## config.mk

```make
export PLATFORM = sky130hd
export DESIGN_NAME = seq_alu
export DESIGN_NICKNAME = d
export VERILOG_FILES = /design/src/rtl/seq_alu_pkg.sv /design/src/rtl/seq_alu_core.sv /design/src/rtl/seq_alu.sv
export SDC_FILE = /design/constraint.sdc
export NUM_CORES = 1
export LEC_CHECK = 0
export BUFFER_PORTS_ARGS = -buffer_cell sky130_fd_sc_hd__buf_2
export CORE_MARGIN = 1
export CORE_UTILIZATION = 55
export CTS_CLUSTER_DIAMETER = 100
export CTS_CLUSTER_SIZE = 10
export DETAILED_ROUTE_END_ITERATION = 6
export PLACE_DENSITY = 0.78
export SYNTH_ARGS = -nofsm -noshare
export SYNTH_HDL_FRONTEND = slang
export SYNTH_HIERARCHICAL = 1
export SYNTH_SLANG_ARGS = --single-unit
```

## constraint.sdc

```tcl
create_clock -name clk -period 3.55 [get_ports clk]
set_input_delay 0.5325 -clock clk [delete_from_list [all_inputs] [get_ports clk]]
set_output_delay 0.5325 -clock clk [all_outputs]
set_load 0.05 [all_outputs]
```

## src/rtl/seq_alu_pkg.sv

```systemverilog
// Shared opcode values, FSM encoding and opcode predicates for seq_alu.
package seq_alu_pkg;

  localparam logic [3:0] OP_ADD = 4'd1;
  localparam logic [3:0] OP_ADC = 4'd2;
  localparam logic [3:0] OP_SUB = 4'd3;
  localparam logic [3:0] OP_INC = 4'd4;
  localparam logic [3:0] OP_DEC = 4'd5;
  localparam logic [3:0] OP_AND = 4'd6;
  localparam logic [3:0] OP_NOT = 4'd7;
  localparam logic [3:0] OP_ROL = 4'd8;
  localparam logic [3:0] OP_ROR = 4'd9;
  localparam logic [3:0] OP_SBB = 4'd10;

  typedef enum logic [1:0] {
    ST_IDLE = 2'd0,
    ST_BUSY = 2'd1,
    ST_DONE = 2'd2
  } state_t;

  function automatic logic op_valid(input logic [3:0] op);
    return (op >= OP_ADD) && (op <= OP_SBB);
  endfunction

  function automatic logic op_rotate(input logic [3:0] op);
    return (op == OP_ROL) || (op == OP_ROR);
  endfunction

endpackage

```

## src/rtl/seq_alu_core.sv

```systemverilog
// Single-cycle combinational datapath; rotates pass `a` through (the top steps them).
// Latency 0; no flow control of its own.
module seq_alu_core
  import seq_alu_pkg::*;
#(
  parameter int BUS_WIDTH = 8
) (
  input  logic [BUS_WIDTH-1:0] a,
  input  logic [BUS_WIDTH-1:0] b,
  input  logic                 cf,
  input  logic [3:0]           opcode,
  output logic [BUS_WIDTH-1:0] result,
  output logic                 carry,
  output logic                 borrow,
  output logic                 invalid
);

  logic [BUS_WIDTH:0] ax, bx, cx, one, sum;

  assign ax  = {1'b0, a};
  assign bx  = {1'b0, b};
  assign cx  = {{BUS_WIDTH{1'b0}}, cf};
  assign one = {{BUS_WIDTH{1'b0}}, 1'b1};

  always_comb begin
    sum     = '0;
    result  = '0;
    carry   = 1'b0;
    borrow  = 1'b0;
    invalid = !op_valid(opcode);
    // The extra MSB of `sum` is the carry or the borrow depending on the op.
    case (opcode)
      OP_ADD: begin sum = ax + bx;      carry  = sum[BUS_WIDTH]; result = sum[BUS_WIDTH-1:0]; end
      OP_ADC: begin sum = ax + bx + cx; carry  = sum[BUS_WIDTH]; result = sum[BUS_WIDTH-1:0]; end
      OP_INC: begin sum = ax + one;     carry  = sum[BUS_WIDTH]; result = sum[BUS_WIDTH-1:0]; end
      OP_SUB: begin sum = ax - bx;      borrow = sum[BUS_WIDTH]; result = sum[BUS_WIDTH-1:0]; end
      OP_SBB: begin sum = ax - bx - cx; borrow = sum[BUS_WIDTH]; result = sum[BUS_WIDTH-1:0]; end
      OP_DEC: begin sum = ax - one;     borrow = sum[BUS_WIDTH]; result = sum[BUS_WIDTH-1:0]; end
      OP_AND: result = a & b;
      OP_NOT: result = ~a;
      OP_ROL, OP_ROR: result = a;
      default: result = '0;
    endcase
  end

endmodule

```

## src/rtl/seq_alu.sv

```systemverilog
// Registered ALU with carry chaining and bit-serial rotate, valid/ready on both sides.
// Latency 1 edge (rotate by n: n+1); in_ready follows out_ready while a result is held.
module seq_alu
  import seq_alu_pkg::*;
#(
  parameter  int BUS_WIDTH = 8,
  localparam int SH_W      = $clog2(BUS_WIDTH)
) (
  input  logic                 clk,
  input  logic                 reset,
  input  logic                 in_valid,
  output logic                 in_ready,
  input  logic [BUS_WIDTH-1:0] a,
  input  logic [BUS_WIDTH-1:0] b,
  input  logic [3:0]           opcode,
  output logic                 out_valid,
  input  logic                 out_ready,
  output logic [BUS_WIDTH-1:0] y,
  output logic                 carry_out,
  output logic                 borrow,
  output logic                 zero,
  output logic                 parity,
  output logic                 invalid_op
);

  state_t               state, state_nxt;
  logic [SH_W-1:0]      cnt;
  logic [BUS_WIDTH-1:0] work, work_rot, core_res, y_nxt;
  logic                 dir_left, cf;
  logic                 core_carry, core_borrow, core_inv;
  logic                 accept, start_busy, load_core, load_rot;

  seq_alu_core #(.BUS_WIDTH(BUS_WIDTH)) u_core (
    .a       (a),
    .b       (b),
    .cf      (cf),
    .opcode  (opcode),
    .result  (core_res),
    .carry   (core_carry),
    .borrow  (core_borrow),
    .invalid (core_inv)
  );

  always_comb begin
    in_ready = 1'b0;
    case (state)
      ST_IDLE: in_ready = 1'b1;
      ST_DONE: in_ready = out_ready;
      default: in_ready = 1'b0;
    endcase
    if (reset) in_ready = 1'b0;
  end

  assign accept     = in_valid && in_ready;
  assign start_busy = op_rotate(opcode) && (b[SH_W-1:0] != '0);
  assign load_core  = accept && !start_busy;
  assign load_rot   = (state == ST_BUSY) && (cnt == SH_W'(1));
  assign out_valid  = (state == ST_DONE);
  assign work_rot   = dir_left ? {work[BUS_WIDTH-2:0], work[BUS_WIDTH-1]}
                               : {work[0], work[BUS_WIDTH-1:1]};
  assign y_nxt      = load_rot ? work_rot : core_res;

  always_comb begin
    state_nxt = state;
    case (state)
      ST_IDLE: if (accept) state_nxt = start_busy ? ST_BUSY : ST_DONE;
      ST_BUSY: if (cnt == SH_W'(1)) state_nxt = ST_DONE;
      ST_DONE: begin
        if (accept)         state_nxt = start_busy ? ST_BUSY : ST_DONE;
        else if (out_ready) state_nxt = ST_IDLE;
      end
      default: state_nxt = ST_IDLE;
    endcase
  end

  always_ff @(posedge clk) begin
    if (reset) begin
      state      <= ST_IDLE;
      cf         <= 1'b0;
      cnt        <= '0;
      work       <= '0;
      dir_left   <= 1'b0;
      y          <= '0;
      carry_out  <= 1'b0;
      borrow     <= 1'b0;
      invalid_op <= 1'b0;
      zero       <= 1'b1;
      parity     <= 1'b0;
    end else begin
      state <= state_nxt;
      // Core reports carry/borrow only for the six arithmetic ops; others keep cf.
      if (accept && (core_carry || core_borrow || opcode inside {OP_ADD, OP_ADC, OP_INC,
                                                                 OP_SUB, OP_SBB, OP_DEC}))
        cf <= core_carry | core_borrow;
      if (accept && start_busy) begin
        cnt      <= b[SH_W-1:0];
        work     <= a;
        dir_left <= (opcode == OP_ROL);
      end else if (state == ST_BUSY) begin
        cnt  <= cnt - SH_W'(1);
        work <= work_rot;
      end
      if (load_core || load_rot) begin
        y          <= y_nxt;
        carry_out  <= load_rot ? 1'b0 : core_carry;
        borrow     <= load_rot ? 1'b0 : core_borrow;
        invalid_op <= load_rot ? 1'b0 : core_inv;
        zero       <= ~|y_nxt;
        parity     <= ^y_nxt;
      end
    end
  end

endmodule

```

==> impl_metrics.yaml <==
cts:
  htreeDepth: 1
  cts.sinks: 28
  cts.clk_slew.worst_paths_ns: 0.10
  numCtsBuffers: 3
  hold_buffers: 0
  cts_root_buf: "clkbuf_8"
  cts_tree: "done"
  clockBufferDepth: 2
  insertion_delay_ns: 0.28
critical_path:
  worstSetupPathType: "in -> reg"
  cp_num_buf_inv: 1
  crit_start: "b[0]"
  ff2ff_setup_slack_ns: 0.34
  crit_path_end_kind: "register"
  crit_family: "adder cells"
  startpoint_type: "primary input"
  cp_data_arrival_time_ns: 3.83
  regToRegStartpoint: "cf$_SDFFE_PP0P_"
  path_depth: 15
  worstRegToRegCells: 13
  crit_required_ns: 3.73
  cp_cell_sequence: "buf_8, ha_4, fa_2, ha_4, nand2_1, or4_4, a211o_1, nand2_1, nand4_1, mux2i_1, ha_1, xor2_2, xnor2_1, nor2_1, mux2_4"
  crit_fanout: 3
  reg2reg_to: "parity$_SDFFE_PP0P_"
  endpoint: "parity$_SDFFE_PP0P_"
  crit_slowest_cell: "fa_2"
  slowest_delay_ns: 0.57
worst_hold_path:
  min_path_type: "reg -> reg"
  whs_path_depth: 2
floorplanning:
  dieArea_um2: 6870
  rows: 29
  start_util_pct: 56.67
  dieWidth_um: 82.89
  ioPinCount: 39
  fp.coreArea_um2: 6350
  fp.dieH_um: 82.89
drt:
  routedWlPerCell_um: 17.31
  vias: 4072
  route.detailed.drc: 0
  drt_iter0_markers: 382
  ant_nets: 0
  routed_wl_um: 11460
  via_per_inst: 6.151
  dr.pass1.iters: 5
timing:
  slew_headroom_pct: 33.64
  fmax_mhz: 273.7
  slew_viol_final: 0
  finClkSkew_ns: 0.004099
  period_needed_ns: 3.654
  worst_pin_slew_ns: 0.9934
  grt_setup_unrepaired: "true"
  hold_viol: 0
  setup_ws_ns: -0.1037
  final.period_utilization_pct: 102.9
  finalSetupViolCount: 1
power:
  vdd.ir_drop.worst_uv: 341.7
  share_comb_of_total_power_pct: 57.8
  power_w: 0.001275
  powerDensity_nw_per_um2: 267.6
  seqPwrFrac_pct: 26.5
  p_int_w: 0.0007692
  sw_frac_of_total_pct: 39.69
  p_leak_nw: 2.026
  power_frac_clock_pct: 15.7
  p_switching_w: 0.0005063
synthesis:
  synth_edf_count: 0
  ys_async_sr_fraction_pct: 0
  syn_area_per_cell_um2: 7.497
  yosysSeqAreaShare_pct: 15.58
  syn_area_um2: 3598
  synth_cells: 480
  yosys_warnings: 6
  ys_ff_latch: 28
  synth_nets: 534
  synth_top_flop_cell: "dfxtp_1"
  synth.distinct_cells: 67
flow_run:
  maxCapViolCount: 0
global_route:
  grt_max_degree: 40
  grt_first_pass_wirelength_um: 18660
  grtUsageTotal_pct: 32.84
  grt_pass1_vias: 3946
  grt.overflow.total: 0
  antenna_found_initial: 0
placement:
  dpl.hpwl_um: 8765
  post_dp_cell_area_um2: 4483
  routabilityCongestion: 0.9812
  portBuffers: 38
status:
  failed_checks: "setup timing"
  status: "complete, but fails checks"
layout:
  antenna_cells: 0
  area_growth_pct: 32.48
  final_nets: 640
  drive_above_1_share_pct: 34.36
  fin_util_pct: 75.07
  fin_area_um2: 4767
==> cell type report <==
type	count	area, um^2
sequential	28	560.5
fill	520	1583
inverter	22	85.08
multi-input combinational	401	3064
tap	77	96.34
timing repair buffer	130	905.9
clock buffer	4	55.05
==> worst min-delay path, cell delays in order (launching register included) <==
cell	delay, ns
dfxtp_1	0.32
o21ai_0	0.07
a21oi_1	0.07
==> state kept, by name, summed over array words and instances, names as in the netlist <==
signal,count
cf,1
work,8
borrow,1
cnt,3
y,8
parity,1
zero,1
dir_left,1
state,2
carry_out,1
invalid_op,1
==> cells in the mapped netlist, drive strengths merged (3+ instances only) <==
master   number  area share, %
xor2         10            2.4
clkbuf       19            2.0
mux2         25            8.7
nor4          3           0.52
dfxtp        28             16
a21o          3           0.63
xnor2        22            5.4
nand2        18            1.9
nand4         3           0.52
or4           3           0.73
o21ai        35            4.9
o22ai         7            1.2
o31ai         3           0.63
nor3         20            2.9
nand3        32            4.5
ha           28            9.7
and3          4           0.70
a21oi        39            5.6
o21a          3           0.63
inv          22            2.3
a31oi         5           0.87
nor2         49            5.2
nor2b        19            3.4
nor3b         4           0.83
o211ai        4           0.83
a211oi        4           0.83
nand3b        3           0.63
mux2i        12            3.3
nand2b       10            1.7
buf          10            1.7
a2111oi       3           0.90
==> layout by cell type, fill, tap and decap left out, types with 4 or more instances in the layout <==
cell type	instances
buf_2	34
xor2_1	7
a31oi_1	5
nor2_1	47
a211oi_1	4
dfxtp_1	28
and3_1	4
o21ai_0	30
nand2_1	18
nand3_1	30
buf_4	93
nor3b_1	4
ha_1	22
xnor2_1	18
mux2i_1	11
o21ai_1	5
a21oi_1	36
nand2b_1	9
mux2_4	8
inv_1	19
o211ai_1	4
mux2_2	17
ha_4	4
nor2b_1	18
clkbuf_8	4
o22ai_1	7
nor3_1	17
==> logic make-up after synthesis <==
family	count (synthesis)	synth area share, %
mux	37	12.00
flops	28	15.58
buf+inv	51	5.946
fa+ha+maj	30	10.85
xor+xnor	32	7.788
simple gates	179	26.46
compound gates	123	21.38
==> per-stage QoR <==
stage | setup slack [ns] | setup TNS (ns) | hold slack, ns | std cells
2_1_floorplan | -0.02908 | -0.02908 | 0.4807 | 480
3_3_place_gp | -0.3607 | -0.3607 | 0.4636 | 644
3_5_place_dp | -0.4796 | -0.4796 | 0.4752 | 644
4_1_cts | 0.0005225 | 0 | 0.4960 | 659
5_1_grt | -0.2127 | -0.2924 | 0.5254 | 662
6_report | -0.1037 | -0.1037 | 0.4927 | 662
==> power by group through the flow <==
stage	clock [W]	sequential, W	combinational, W
global route	0.000216	0.000339	0.000788
detailed placement	0	0.000344	0.000655
CTS	0.000203	0.000337	0.000692
floorplan	0	0.000376	0.000386
global placement	0	0.000344	0.000636
finish	0.000201	0.000337	0.000737
==> worst min-delay path by stage <==
stage | startpoint | to | slack [ns]
finish | carry_out$_SDFFE_PP0P_ | carry_out$_SDFFE_PP0P_ | 0.49
global route | carry_out$_SDFFE_PP0P_ | carry_out$_SDFFE_PP0P_ | 0.53
CTS | carry_out$_SDFFE_PP0P_ | carry_out$_SDFFE_PP0P_ | 0.50
detailed placement | carry_out$_SDFFE_PP0P_ | carry_out$_SDFFE_PP0P_ | 0.48
global placement | invalid_op$_SDFFE_PP0P_ | invalid_op$_SDFFE_PP0P_ | 0.46
floorplan | cf$_SDFFE_PP0P_ | cf$_SDFFE_PP0P_ | 0.48
==> routing by layer <==
metal / up-vias / part of all wire, % / track usage (%)
li1: 1944 / - / -
met1: 1940 / 43 / 43.38
met2: 170 / 48 / 55.89
met3: 18 / 7.9 / 6.561
met4: 0 / 1.5 / 5.799
met5: - / 0 / 0
==> timing repair <==
item / CTS / global route
setup endpoints to repair: 1 / 2
pin swaps: 18 / 12
setup buffers: 11 / 3
resized for setup: 16 / 8
(Power assumes the default switching activity.)
